### src/rtl/reg_to_apb_pkg.sv
// rtl/reg_to_apb_pkg.sv - shared types and constants for the reg-bus to APB bridge
package reg_to_apb_pkg;

  typedef enum logic [1:0] {
    IDLE,
    SETUP,
    ACCESS,
    RESP
  } state_e;

  localparam logic [2:0] PPROT_DEFAULT = 3'b000;

endpackage

### src/rtl/reg_to_apb.sv
// rtl/reg_to_apb.sv - reg-bus responder driving one APB4 transfer per request
module reg_to_apb
  import reg_to_apb_pkg::*;
#(
  parameter int unsigned AddrWidth     = 32,
  parameter int unsigned DataWidth     = 32,
  parameter int unsigned TimeoutCycles = 0
) (
  input  logic                   clk_i,
  input  logic                   rst_ni,
  input  logic [AddrWidth-1:0]   reg_addr_i,
  input  logic                   reg_write_i,
  input  logic [DataWidth-1:0]   reg_wdata_i,
  input  logic [DataWidth/8-1:0] reg_wstrb_i,
  input  logic                   reg_valid_i,
  output logic [DataWidth-1:0]   reg_rdata_o,
  output logic                   reg_error_o,
  output logic                   reg_ready_o,
  output logic [AddrWidth-1:0]   paddr_o,
  output logic [2:0]             pprot_o,
  output logic                   psel_o,
  output logic                   penable_o,
  output logic                   pwrite_o,
  output logic [DataWidth-1:0]   pwdata_o,
  output logic [DataWidth/8-1:0] pstrb_o,
  input  logic                   pready_i,
  input  logic [DataWidth-1:0]   prdata_i,
  input  logic                   pslverr_i
);

  localparam int unsigned CntWidth = (TimeoutCycles > 0) ? $clog2(TimeoutCycles + 1) : 1;
  localparam logic [CntWidth-1:0] CntLast =
    CntWidth'((TimeoutCycles > 0) ? (TimeoutCycles - 1) : 0);

  state_e              state_q;
  logic [CntWidth-1:0] cnt_q;
  logic                timeout_hit;

  assign pprot_o = PPROT_DEFAULT;

  always_comb begin
    timeout_hit = 1'b0;
    if (TimeoutCycles > 0) timeout_hit = (cnt_q == CntLast);
  end

  always_ff @(posedge clk_i or negedge rst_ni) begin
    if (!rst_ni) begin
      state_q     <= IDLE;
      cnt_q       <= '0;
      paddr_o     <= '0;
      pwrite_o    <= 1'b0;
      pwdata_o    <= '0;
      pstrb_o     <= '0;
      psel_o      <= 1'b0;
      penable_o   <= 1'b0;
      reg_rdata_o <= '0;
      reg_error_o <= 1'b0;
      reg_ready_o <= 1'b0;
    end else begin
      case (state_q)
        IDLE: begin
          if (reg_valid_i) begin
            paddr_o  <= reg_addr_i;
            pwrite_o <= reg_write_i;
            pwdata_o <= reg_wdata_i;
            pstrb_o  <= reg_write_i ? reg_wstrb_i : '0;
            psel_o   <= 1'b1;
            cnt_q    <= '0;
            state_q  <= SETUP;
          end
        end
        SETUP: begin
          penable_o <= 1'b1;
          state_q   <= ACCESS;
        end
        ACCESS: begin
          // pready in the final allowed cycle still counts as a normal completion
          if (pready_i) begin
            reg_error_o <= pslverr_i;
            reg_rdata_o <= pwrite_o ? '0 : prdata_i;
            psel_o      <= 1'b0;
            penable_o   <= 1'b0;
            reg_ready_o <= 1'b1;
            state_q     <= RESP;
          end else if (timeout_hit) begin
            reg_error_o <= 1'b1;
            reg_rdata_o <= '0;
            psel_o      <= 1'b0;
            penable_o   <= 1'b0;
            reg_ready_o <= 1'b1;
            state_q     <= RESP;
          end else if (cnt_q != '1) begin
            cnt_q <= cnt_q + 1'b1;
          end
        end
        RESP: begin
          reg_ready_o <= 1'b0;
          state_q     <= IDLE;
        end
        default: state_q <= IDLE;
      endcase
    end
  end

  a_psel_rise_in_setup: assert property (@(posedge clk_i) disable iff (!rst_ni)
    $rose(psel_o) |-> (state_q == SETUP));
  a_penable_with_psel: assert property (@(posedge clk_i) disable iff (!rst_ni)
    penable_o |-> psel_o);
  a_apb_stable: assert property (@(posedge clk_i) disable iff (!rst_ni)
    (psel_o && $past(psel_o)) |-> ($stable(paddr_o) && $stable(pwrite_o) &&
                                   $stable(pwdata_o) && $stable(pstrb_o)));
  a_ready_single: assert property (@(posedge clk_i) disable iff (!rst_ni)
    reg_ready_o |=> !reg_ready_o);
  a_valid_held: assert property (@(posedge clk_i) disable iff (!rst_ni)
    ((state_q == SETUP) || (state_q == ACCESS)) |-> reg_valid_i);

endmodule
### config.mk
export PLATFORM = sky130hd
export DESIGN_NAME = reg_to_apb
export DESIGN_NICKNAME = d
export VERILOG_FILES = /design/src/rtl/reg_to_apb_pkg.sv /design/src/rtl/reg_to_apb.sv
export SDC_FILE = /design/constraint.sdc
export NUM_CORES = 1
export LEC_CHECK = 0
export CAP_MARGIN = 30
export CORE_UTILIZATION = 36
export CTS_CLUSTER_SIZE = 20
export DETAILED_ROUTE_END_ITERATION = 7
export PLACE_DENSITY = 0.78
export RECOVER_POWER = 100
export SLEW_MARGIN = 25
export SYNTH_ARGS = -nofsm -noshare
export SYNTH_HDL_FRONTEND = slang
export SYNTH_SLANG_ARGS = --single-unit
### constraint.sdc
create_clock -name clk_i -period 1.4 [get_ports clk_i]
set_input_delay 0.35 -clock clk_i [delete_from_list [all_inputs] [get_ports clk_i]]
set_output_delay 0.35 -clock clk_i [all_outputs]
set_load 0.1 [all_outputs]
==> results.sh, run 1 <==
export IMPL_diodes=0
export IMPL_met3_length_um=735
export IMPL_tritoncts="built"
export IMPL_outcome="finished with violations"
export IMPL_cp_start_kind="flip-flop"
export IMPL_gr_usage_all_layers=0.197
export IMPL_max_cap_violations=0
export IMPL_antenna_found_initial=0
export IMPL_timing_final_crit_share=1.01
export IMPL_worstMarginPinSlew_ns=0.634
export IMPL_clock_sinks=107
export IMPL_critPathMaxFanout=3
export IMPL_gp_congestion=0.743
export IMPL_timing_rr_end="state_q[1]"
export IMPL_synth_xor_area_frac=0
export IMPL_drc_errors=34
export IMPL_design_die_area_um2=12400
export IMPL_path_clk_slew_ns=0.07
export IMPL_period_needed_ns=1.41
export IMPL_ys_warn_count=0
export IMPL_slew_viol_final=0
export IMPL_top_layer_used="met4"
export IMPL_die_y_um=111
export IMPL_finalSetupViolations=1
export IMPL_wire_per_inst_um=17.1
export IMPL_met1_length_mm=4.63
export IMPL_slowest_delay_ns=0.36
export IMPL_row_count=39
export IMPL_totalWireLength_mm=12.0
export IMPL_routed_via_density=4.66
export IMPL_reg2reg_depth=5
export IMPL_synth_cells=327
export IMPL_worstPathRequired_ns=1.63
export IMPL_start_util=0.373
export IMPL_hp_class="input pin to flip-flop"
export IMPL_clockRootBuffer="clkbuf_16"
export IMPL_ant_nets=0
export IMPL_slew_headroom=0.577
export IMPL_syn_area_um2=4290
export IMPL_grt_pass1_vias=3519
export IMPL_crit_path_end="state_q[1]"
export IMPL_io_pins=214
export IMPL_fin_tns_setup_ns=-0.00813
export IMPL_clock_path_buffers=2
export IMPL_nFillCells=959
export IMPL_cp_depth=5
export IMPL_grt_max_degree=37
export IMPL_core_area_um2=11500
export IMPL_syn2layout_area_growth_pct=66.7
export IMPL_syn_avg_cell_area_um2=13.1
export IMPL_synthAdderAreaFrac=0.0175
export IMPL_hold_path_depth=3
export IMPL_rsz0062_at_grt="yes"
export IMPL_startpoint="state_q[0]"
export IMPL_cpMaxStageDelayCell="dfrtp_1"
export IMPL_gr_total_overflow=0
export IMPL_reg2reg_slack_ns=-0.008
export IMPL_ys_seq_area_frac=0.624
export IMPL_fmax_mhz=710
export IMPL_drt_iter0_markers=161
export IMPL_synth_compound_area_share=0.0498
export IMPL_dr_pass1_iters=6
export IMPL_grt_pass1_wl_mm=18.9
export IMPL_vias=3268
export IMPL_ys_seq_elements=107
export IMPL_path_cells="inv_2, ha_4, and2b_2, a21oi_2, mux2_4"
export IMPL_worstHoldStart="reg_valid_i"
export IMPL_synth_top_family_by_area="multiplexers"
export IMPL_yosys_area_share_simple=0.0877
export IMPL_dp_hpwl_mm=8.77
export IMPL_r2r_start="state_q[0]"
export IMPL_critical_path_top_delay_family="flip-flops"
export IMPL_arrival_ns=1.63
export IMPL_h_tree_depth=3
export IMPL_violations="design-rule violations, negative setup slack"
export IMPL_die_w_um=111
export IMPL_utilization=0.622
export IMPL_finClkSkew_ns=0.00745
export IMPL_regArea_um2=2680
export IMPL_dp_slack_ns=-0.338
export IMPL_worst_path_buf_inv=1
export IMPL_cts_inserted_buffers=9
export IMPL_muxShareOfSynthArea=0.183
export IMPL_synth_area_leaders="dfrtp_1 (62%), mux2_2 (18%), nand2b_1 (4.7%)"
export IMPL_synth_largest_area_cell="dfrtp_1"
export IMPL_fin_ws_ns=-0.00813
export IMPL_critPathKind="flip-flop to flip-flop"
export IMPL_port_buffers=210
export IMPL_clk_latency_ns=0.34
export IMPL_hold_violations=0
export IMPL_wl_met2_mm=6.39
export IMPL_multi_input_area_um2=1510
export IMPL_num_nets_final=665
export IMPL_ys_types=19
export IMPL_final_layout_size_suffix_gt1_frac=0.391
export IMPL_crit_path_end_kind="flip-flop"
export IMPL_yosysTopAreaCellShare=0.624
-- timing repair --
item,4_1_cts,5_1_grt
resized for setup,3,6
pin swaps,0,1
hold buffers,1,0
endpoints found under the setup margin,67,86
cloned,1,3
hold endpoints to repair,19,0
setup buffers,0,1
-- cell families after synthesis --
group,Yosys count
muxes,70
other,1
buffers and inverters,24
AOI/OAI and AO/OA,42
and+or+nand+nor,77
DFF,107
adders and majority gates,6
-- cell usage after synthesis (all sizes together) --
| master | number |
|---|---|
| buf | 11 |
| clkbuf | 9 |
| o2bb2ai | 1 |
| a21oi | 2 |
| inv | 4 |
| nor2 | 1 |
| nand2 | 43 |
| nand2b | 32 |
| o21ai | 39 |
| ha | 6 |
| mux2 | 67 |
| dfrtp | 107 |
| mux2i | 3 |
| and2b | 1 |
| conb | 1 |
-- metrics by stage --
| step | instance area (µm²) | cells | hold slack (ns) |
|---|---|---|---|
| global placement | 7700 | 679 | 0.272 |
| floorplan | 4330 | 329 | 0.0544 |
| finish | 7160 | 701 | 0.491 |
| detailed placement | 7700 | 679 | 0.278 |
| CTS | 8050 | 697 | 0.457 |
| global route | 7160 | 701 | 0.502 |
-- routing by layer --
layer,up-vias,track usage
met3,18,0.0421
met1,1584,0.227
met2,131,0.353
met4,0,0.0775
met5,-,0
li1,1535,-
-- sequential cells by signal (all words and copies together) (netlist names), 2 cells and up --
| name | count |
|---|---|
| state_q | 2 |
| pwdata_o | 32 |
| paddr_o | 32 |
| reg_rdata_o | 32 |
| pstrb_o | 4 |
-- worst min-delay path by stage --
| stage | endpoint | slack (ns) |
|---|---|---|
| after floorplan | paddr_o[0] | 0.05 |
| after global placement | paddr_o[20] | 0.27 |
| after detailed placement | paddr_o[20] | 0.28 |
| after CTS | paddr_o[20] | 0.46 |
| after global routing | psel_o | 0.50 |
| final | psel_o | 0.49 |
-- worst register-to-register path, delay by kind of cell (launching register included) --
| family | cells | cell delay, ns |
|---|---|---|
| buffers and inverters | 1 | 0.07 |
| flip-flops | 1 | 0.36 |
| multiplexers | 1 | 0.32 |
| AND/OR/NAND/NOR | 1 | 0.21 |
| adder cells (fa/ha/maj) | 1 | 0.18 |
| AO/OA/AOI/OAI | 1 | 0.16 |
-- area by class of cell --
| class | count | share of cell area |
|---|---|---|
| timing repair buffer | 233 | 0.346 |
| inverter | 4 | 0.00210 |
| tap | 143 | 0.0250 |
| clock inverter | 5 | 0.00839 |
| sequential | 107 | 0.374 |
| multi-input combinational | 198 | 0.210 |
| clock buffer | 11 | 0.0339 |
-- placed cells by master (no fill, tap or decap), types with 3 or more instances in the layout --
master	Yosys	layout
buf_12	0	5
conb_1	1	3
clkbuf_16	0	11
buf_4	3	26
buf_8	0	3
ha_1	6	4
nand2_1	42	41
mux2_2	67	66
nand2b_1	32	32
o21ai_0	39	39
buf_6	5	88
dfrtp_1	107	107
mux2i_1	3	3
clkdlybuf4s50_1	0	103
Power of run 1 is left out: the tool's default activity adds up to more than one toggle a clock period on the data nets, which glitch-free logic cannot reach.
==> run 2: changes to the inputs <==
--- a/config.mk
+++ b/config.mk
@@ -6,10 +6,11 @@
 export NUM_CORES = 1
 export LEC_CHECK = 0
 export CAP_MARGIN = 30
-export CORE_UTILIZATION = 36
+export CORE_UTILIZATION = 56
 export CTS_CLUSTER_SIZE = 20
 export DETAILED_ROUTE_END_ITERATION = 7
-export PLACE_DENSITY = 0.78
+export DONT_BUFFER_PORTS = 1
+export PLACE_DENSITY = 0.76
 export RECOVER_POWER = 100
 export SLEW_MARGIN = 25
 export SYNTH_ARGS = -nofsm -noshare
==> results.sh, run 2 (same netlist as run 1, synthesis figures left out) <==
export IMPL_placed_cells=524
export IMPL_gr_total_overflow=0
export IMPL_clock_sinks=107
export IMPL_final_layout_size_suffix_gt1_frac=0.488
export IMPL_start_util=0.586
export IMPL_hold_ws_ns=-0.332
export IMPL_final_common_cell="dfrtp_1"
export IMPL_num_nets_final=560
export IMPL_die_y_um=89.6
export IMPL_period_needed_ns=1.47
export IMPL_dr_pass1_iters=4
export IMPL_met1_length_mm=4.66
export IMPL_antenna_found_initial=1
export IMPL_routed_via_density=5.77
export IMPL_fin_ws_ns=-0.0736
export IMPL_rsz0062_at_grt="yes"
export IMPL_fin_cells=553
export IMPL_io_pins=214
export IMPL_wire_per_inst_um=24.3
export IMPL_nFillCells=314
export IMPL_grt_max_degree=108
export IMPL_grt_pass1_wl_mm=15.8
export IMPL_timing_final_crit_share=1.05
export IMPL_gp_congestion=0.842
export IMPL_hp_class="input pin to async pin"
export IMPL_critPathMaxFanout=21
export IMPL_port_buffers=0
export IMPL_clk_latency_ns=0.37
export IMPL_clockRootBuffer="clkbuf_8"
export IMPL_slew_viol_final=0
export IMPL_cp_start_kind="flip-flop"
export IMPL_design_die_area_um2=8020
export IMPL_core_area_um2=7330
export IMPL_critPathKind="flip-flop to flip-flop"
export IMPL_die_w_um=89.6
export IMPL_top_layer_used="met4"
export IMPL_path_clk_slew_ns=0.11
export IMPL_finalSetupViolations=66
export IMPL_hold_violations=107
export IMPL_max_cap_violations=0
export IMPL_dp_slack_ns=-0.0314
export IMPL_gr_usage_all_layers=0.273
export IMPL_ant_nets=0
export IMPL_tritoncts="built"
export IMPL_worstPathRequired_ns=1.66
export IMPL_violations="negative hold slack, negative setup slack"
export IMPL_crit_path_end_kind="flip-flop"
export IMPL_fmax_mhz=679
export IMPL_arrival_ns=1.73
export IMPL_vias=3192
export IMPL_met3_length_mm=1.36
export IMPL_drc_errors=0
export IMPL_clock_path_buffers=2
export IMPL_grt_pass1_vias=3076
export IMPL_h_tree_depth=3
export IMPL_cts_inserted_buffers=9
export IMPL_row_count=31
export IMPL_final_cell_mix="dfrtp_1 (106), buf_4 (71), nand2_1 (41), mux2_4 (41), buf_12 (37)"
export IMPL_syn2layout_area_growth_pct=46.6
export IMPL_dp_hpwl_mm=7.79
export IMPL_totalWireLength_mm=13.4
export IMPL_drt_iter0_markers=246
export IMPL_wl_met2_mm=7.00
export IMPL_outcome="finished with violations"
export IMPL_top_regs="paddr_o x32, pwdata_o x32, reg_rdata_o x32"
export IMPL_finClkSkew_ns=0.0112
## run 2: cell types whose count changed in the layout (fill, tap and decap cells not counted), moves of 3 or more
cell             change
buf_6               -77
clkdlybuf4s50_1    -103
mux2_4              +40
buf_12              +32
buf_8                -3
clkbuf_16            -7
o21ai_0              -4
buf_4               +45
mux2_2              -40
o21ai_1              +4
clkbuf_8             +9
## run 2: through the flow
| step | area [µm²] | setup TNS (ns) | utilization | hold WS [ns] |
|---|---|---|---|---|
| after floorplan | 4330 | 0 | - | 0.0544 |
| after global placement | 5630 | 0 | 0.768 | 0.0566 |
| after detailed placement | 5630 | -0.623 | 0.768 | 0.0558 |
| after CTS | 5950 | -0.483 | 0.811 | -0.341 |
| after global routing | 6290 | -7.30 | 0.859 | -0.350 |
| final | 6290 | -1.27 | 0.859 | -0.332 |
## run 2: worst paths after layout
path	from	to	slack [ns]	cells past startpoint
worst max register to register	state_q[1]	reg_rdata_o[26]	-0.07	5
worst max-delay path	state_q[1]	reg_rdata_o[26]	-0.07	5
max in group asynchronous	rst_ni	pwdata_o[12]	1.56	0
worst min-delay path	rst_ni	reg_rdata_o[16]	-0.33	0
min in group clk_i	prdata_i[18]	reg_rdata_o[18]	0.12	2
worst min register to register	pstrb_o[3]	pstrb_o[3]	0.50	2
## run 2: critical path, stage by stage (launching register included)
cell       delay (ns)
dfrtp_1          0.39
buf_4            0.15
ha_2             0.26
nand2_4          0.11
clkbuf_16        0.19
o21ai_0          0.28
## run 2: layer usage
layer | up-vias | global-route usage
met3 | 34 | 0.0886
met1 | 1613 | 0.298
met4 | 0 | 0.144
li1 | 1329 | -
met2 | 216 | 0.474
met5 | - | 0
## run 2: what timing repair did
| item | CTS | global route |
|---|---|---|
| endpoints found under the setup margin | 67 | 106 |
| endpoints found under the hold margin | 107 | 107 |
| resized for setup | 7 | 60 |
| buffers inserted | 2 | 3 |
| gates cloned | 2 | 5 |
| pin swaps | 1 | 2 |
## run 2: area by class of cell
type	instances	area (µm²)	area share
tap	99	124	0.0197
timing repair buffer	127	1570	0.249
clock buffer	11	141	0.0225
sequential	107	2680	0.426
multi-input combinational	199	1680	0.267
antenna	1	2.50	0.000398
clock inverter	5	85.1	0.0135
inverter	4	15.0	0.00239
Power of run 2 is left out for the same reason.
==> run 3: changes to the inputs <==
--- a/config.mk
+++ b/config.mk
@@ -6,11 +6,11 @@
 export NUM_CORES = 1
 export LEC_CHECK = 0
 export CAP_MARGIN = 30
-export CORE_UTILIZATION = 56
+export CORE_UTILIZATION = 35
 export CTS_CLUSTER_SIZE = 20
 export DETAILED_ROUTE_END_ITERATION = 7
 export DONT_BUFFER_PORTS = 1
-export PLACE_DENSITY = 0.76
+export PLACE_DENSITY = 0.53
 export RECOVER_POWER = 100
 export SLEW_MARGIN = 25
 export SYNTH_ARGS = -nofsm -noshare
==> results.sh, run 3 (same netlist as run 1, synthesis figures left out) <==
export IMPL_finClkSkew_ns=0.00854
export IMPL_routed_via_density=4.69
export IMPL_final_cell_mix="dfrtp_1 (106), buf_4 (94), mux2_2 (66)"
export IMPL_grt_max_degree=108
export IMPL_final_layout_size_suffix_gt1_frac=0.488
export IMPL_start_util=0.359
export IMPL_clockRootBuffer="clkbuf_16"
export IMPL_clk_latency_ns=0.34
export IMPL_vias=2802
export IMPL_path_cells="inv_2, ha_4, and2b_2, a21oi_4, mux2_4"
export IMPL_grt_pass1_vias=2799
export IMPL_place_area_um2=5610
export IMPL_tritoncts="built"
export IMPL_ant_nets=0
export IMPL_grt_pass1_wl_mm=15.0
export IMPL_design_die_area_um2=12700
export IMPL_worst_path_buf_inv=1
export IMPL_hold_ws_ns=-0.304
export IMPL_die_w_um=113
export IMPL_crit_path_end_kind="flip-flop"
export IMPL_h_tree_depth=3
export IMPL_dp_slack_ns=-0.0181
export IMPL_max_cap_violations=0
export IMPL_critPathKind="flip-flop to flip-flop"
export IMPL_drt_iter0_markers=90
export IMPL_hold_violations=107
export IMPL_top_regs="paddr_o x32, pwdata_o x32, reg_rdata_o x32"
export IMPL_cpMaxStageDelayCell="dfrtp_1"
export IMPL_fin_cells=598
export IMPL_gr_usage_all_layers=0.155
export IMPL_outcome="finished with violations"
export IMPL_gr_total_overflow=0
export IMPL_dr_pass1_iters=4
export IMPL_syn2layout_area_growth_pct=41.7
export IMPL_gp_congestion=0.760
export IMPL_placed_cells=577
export IMPL_violations="negative hold slack"
export IMPL_rsz0062_at_grt="yes"
export IMPL_timing_final_crit_share=0.989
export IMPL_worstPathRequired_ns=1.63
export IMPL_die_y_um=113
export IMPL_num_nets_final=559
export IMPL_slew_viol_final=0
export IMPL_hp_class="input pin to async pin"
export IMPL_fmax_mhz=722
export IMPL_clock_path_buffers=2
export IMPL_finalSetupViolations=0
export IMPL_slowest_delay_ns=0.36
export IMPL_final_cell_area_um2=6080
export IMPL_fin_ws_ns=0.0150
export IMPL_row_count=40
export IMPL_clock_sinks=107
export IMPL_arrival_ns=1.62
export IMPL_io_pins=214
export IMPL_critPathMaxFanout=3
export IMPL_period_needed_ns=1.38
export IMPL_dp_hpwl_mm=6.90
export IMPL_critical_path_top_delay_family="flip-flops"
export IMPL_cp_start_kind="flip-flop"
export IMPL_totalWireLength_mm=9.71
export IMPL_antenna_found_initial=0
export IMPL_wire_per_inst_um=16.2
export IMPL_path_clk_slew_ns=0.07
export IMPL_port_buffers=0
export IMPL_final_common_cell="dfrtp_1"
export IMPL_drc_errors=0
export IMPL_core_area_um2=12000
export IMPL_diodes=0
export IMPL_cts_inserted_buffers=9
## run 3: changes by cell type in the layout (fill, tap and decap cells not counted), moves of 2 or more
| cell | previous run | this run |
|---|---|---|
| clkinv_2 | 0 | 2 |
| o21ai_1 | 4 | 1 |
| o21ai_0 | 35 | 38 |
| mux2_4 | 41 | 1 |
| buf_12 | 37 | 27 |
| mux2_2 | 26 | 66 |
| clkbuf_8 | 10 | 1 |
| clkbuf_16 | 4 | 11 |
| buf_4 | 71 | 94 |
| buf_6 | 11 | 2 |
## run 3: what timing repair did
action / 4_1_cts / 5_1_grt
resized for setup: 3 / 10
gates cloned: 1 / 2
buffers inserted: 0 / 3
hold endpoints to repair: 107 / 107
endpoints found under the setup margin: 49 / 79
pin swaps: 1 / 0
## run 3: final timing paths
check,from,endpoint,slack [ns],depth (start not counted)
max,state_q[0],state_q[1],0.02,5
max in group asynchronous,rst_ni,pwrite_o,1.53,0
min reg2reg,pstrb_o[3],pstrb_o[3],0.49,2
min in group clk_i,reg_write_i,pstrb_o[3],0.14,2
min,rst_ni,pwdata_o[17],-0.30,0
max reg2reg,state_q[0],state_q[1],0.02,5
## run 3: layout make-up
class                   instances  area [µm²]
fillers                      1050        5880
flip-flops and latches        107        2680
multi-input cells             198        1530
repair buffers                127        1360
clock buffers                  10         239
well taps                     147         184
clock inverters                 5        77.6
inverters                       4        15.0
## run 3: stage by stage
step,setup TNS [ns],utilization
floorplan,0,-
global placement,0,0.469
detailed placement,-0.280,0.469
CTS,0,0.499
global route,-1.02,0.509
finish,0,0.509
## run 3: metal layers
layer / up-vias / wire [µm] / track usage
met5: - / 0 / 0
met4: 0 / 257 / 0.0862
met3: 17 / 630 / 0.0450
met2: 105 / 4870 / 0.253
met1: 1363 / 3950 / 0.184
li1: 1317 / - / -
Power of run 3 is left out for the same reason.
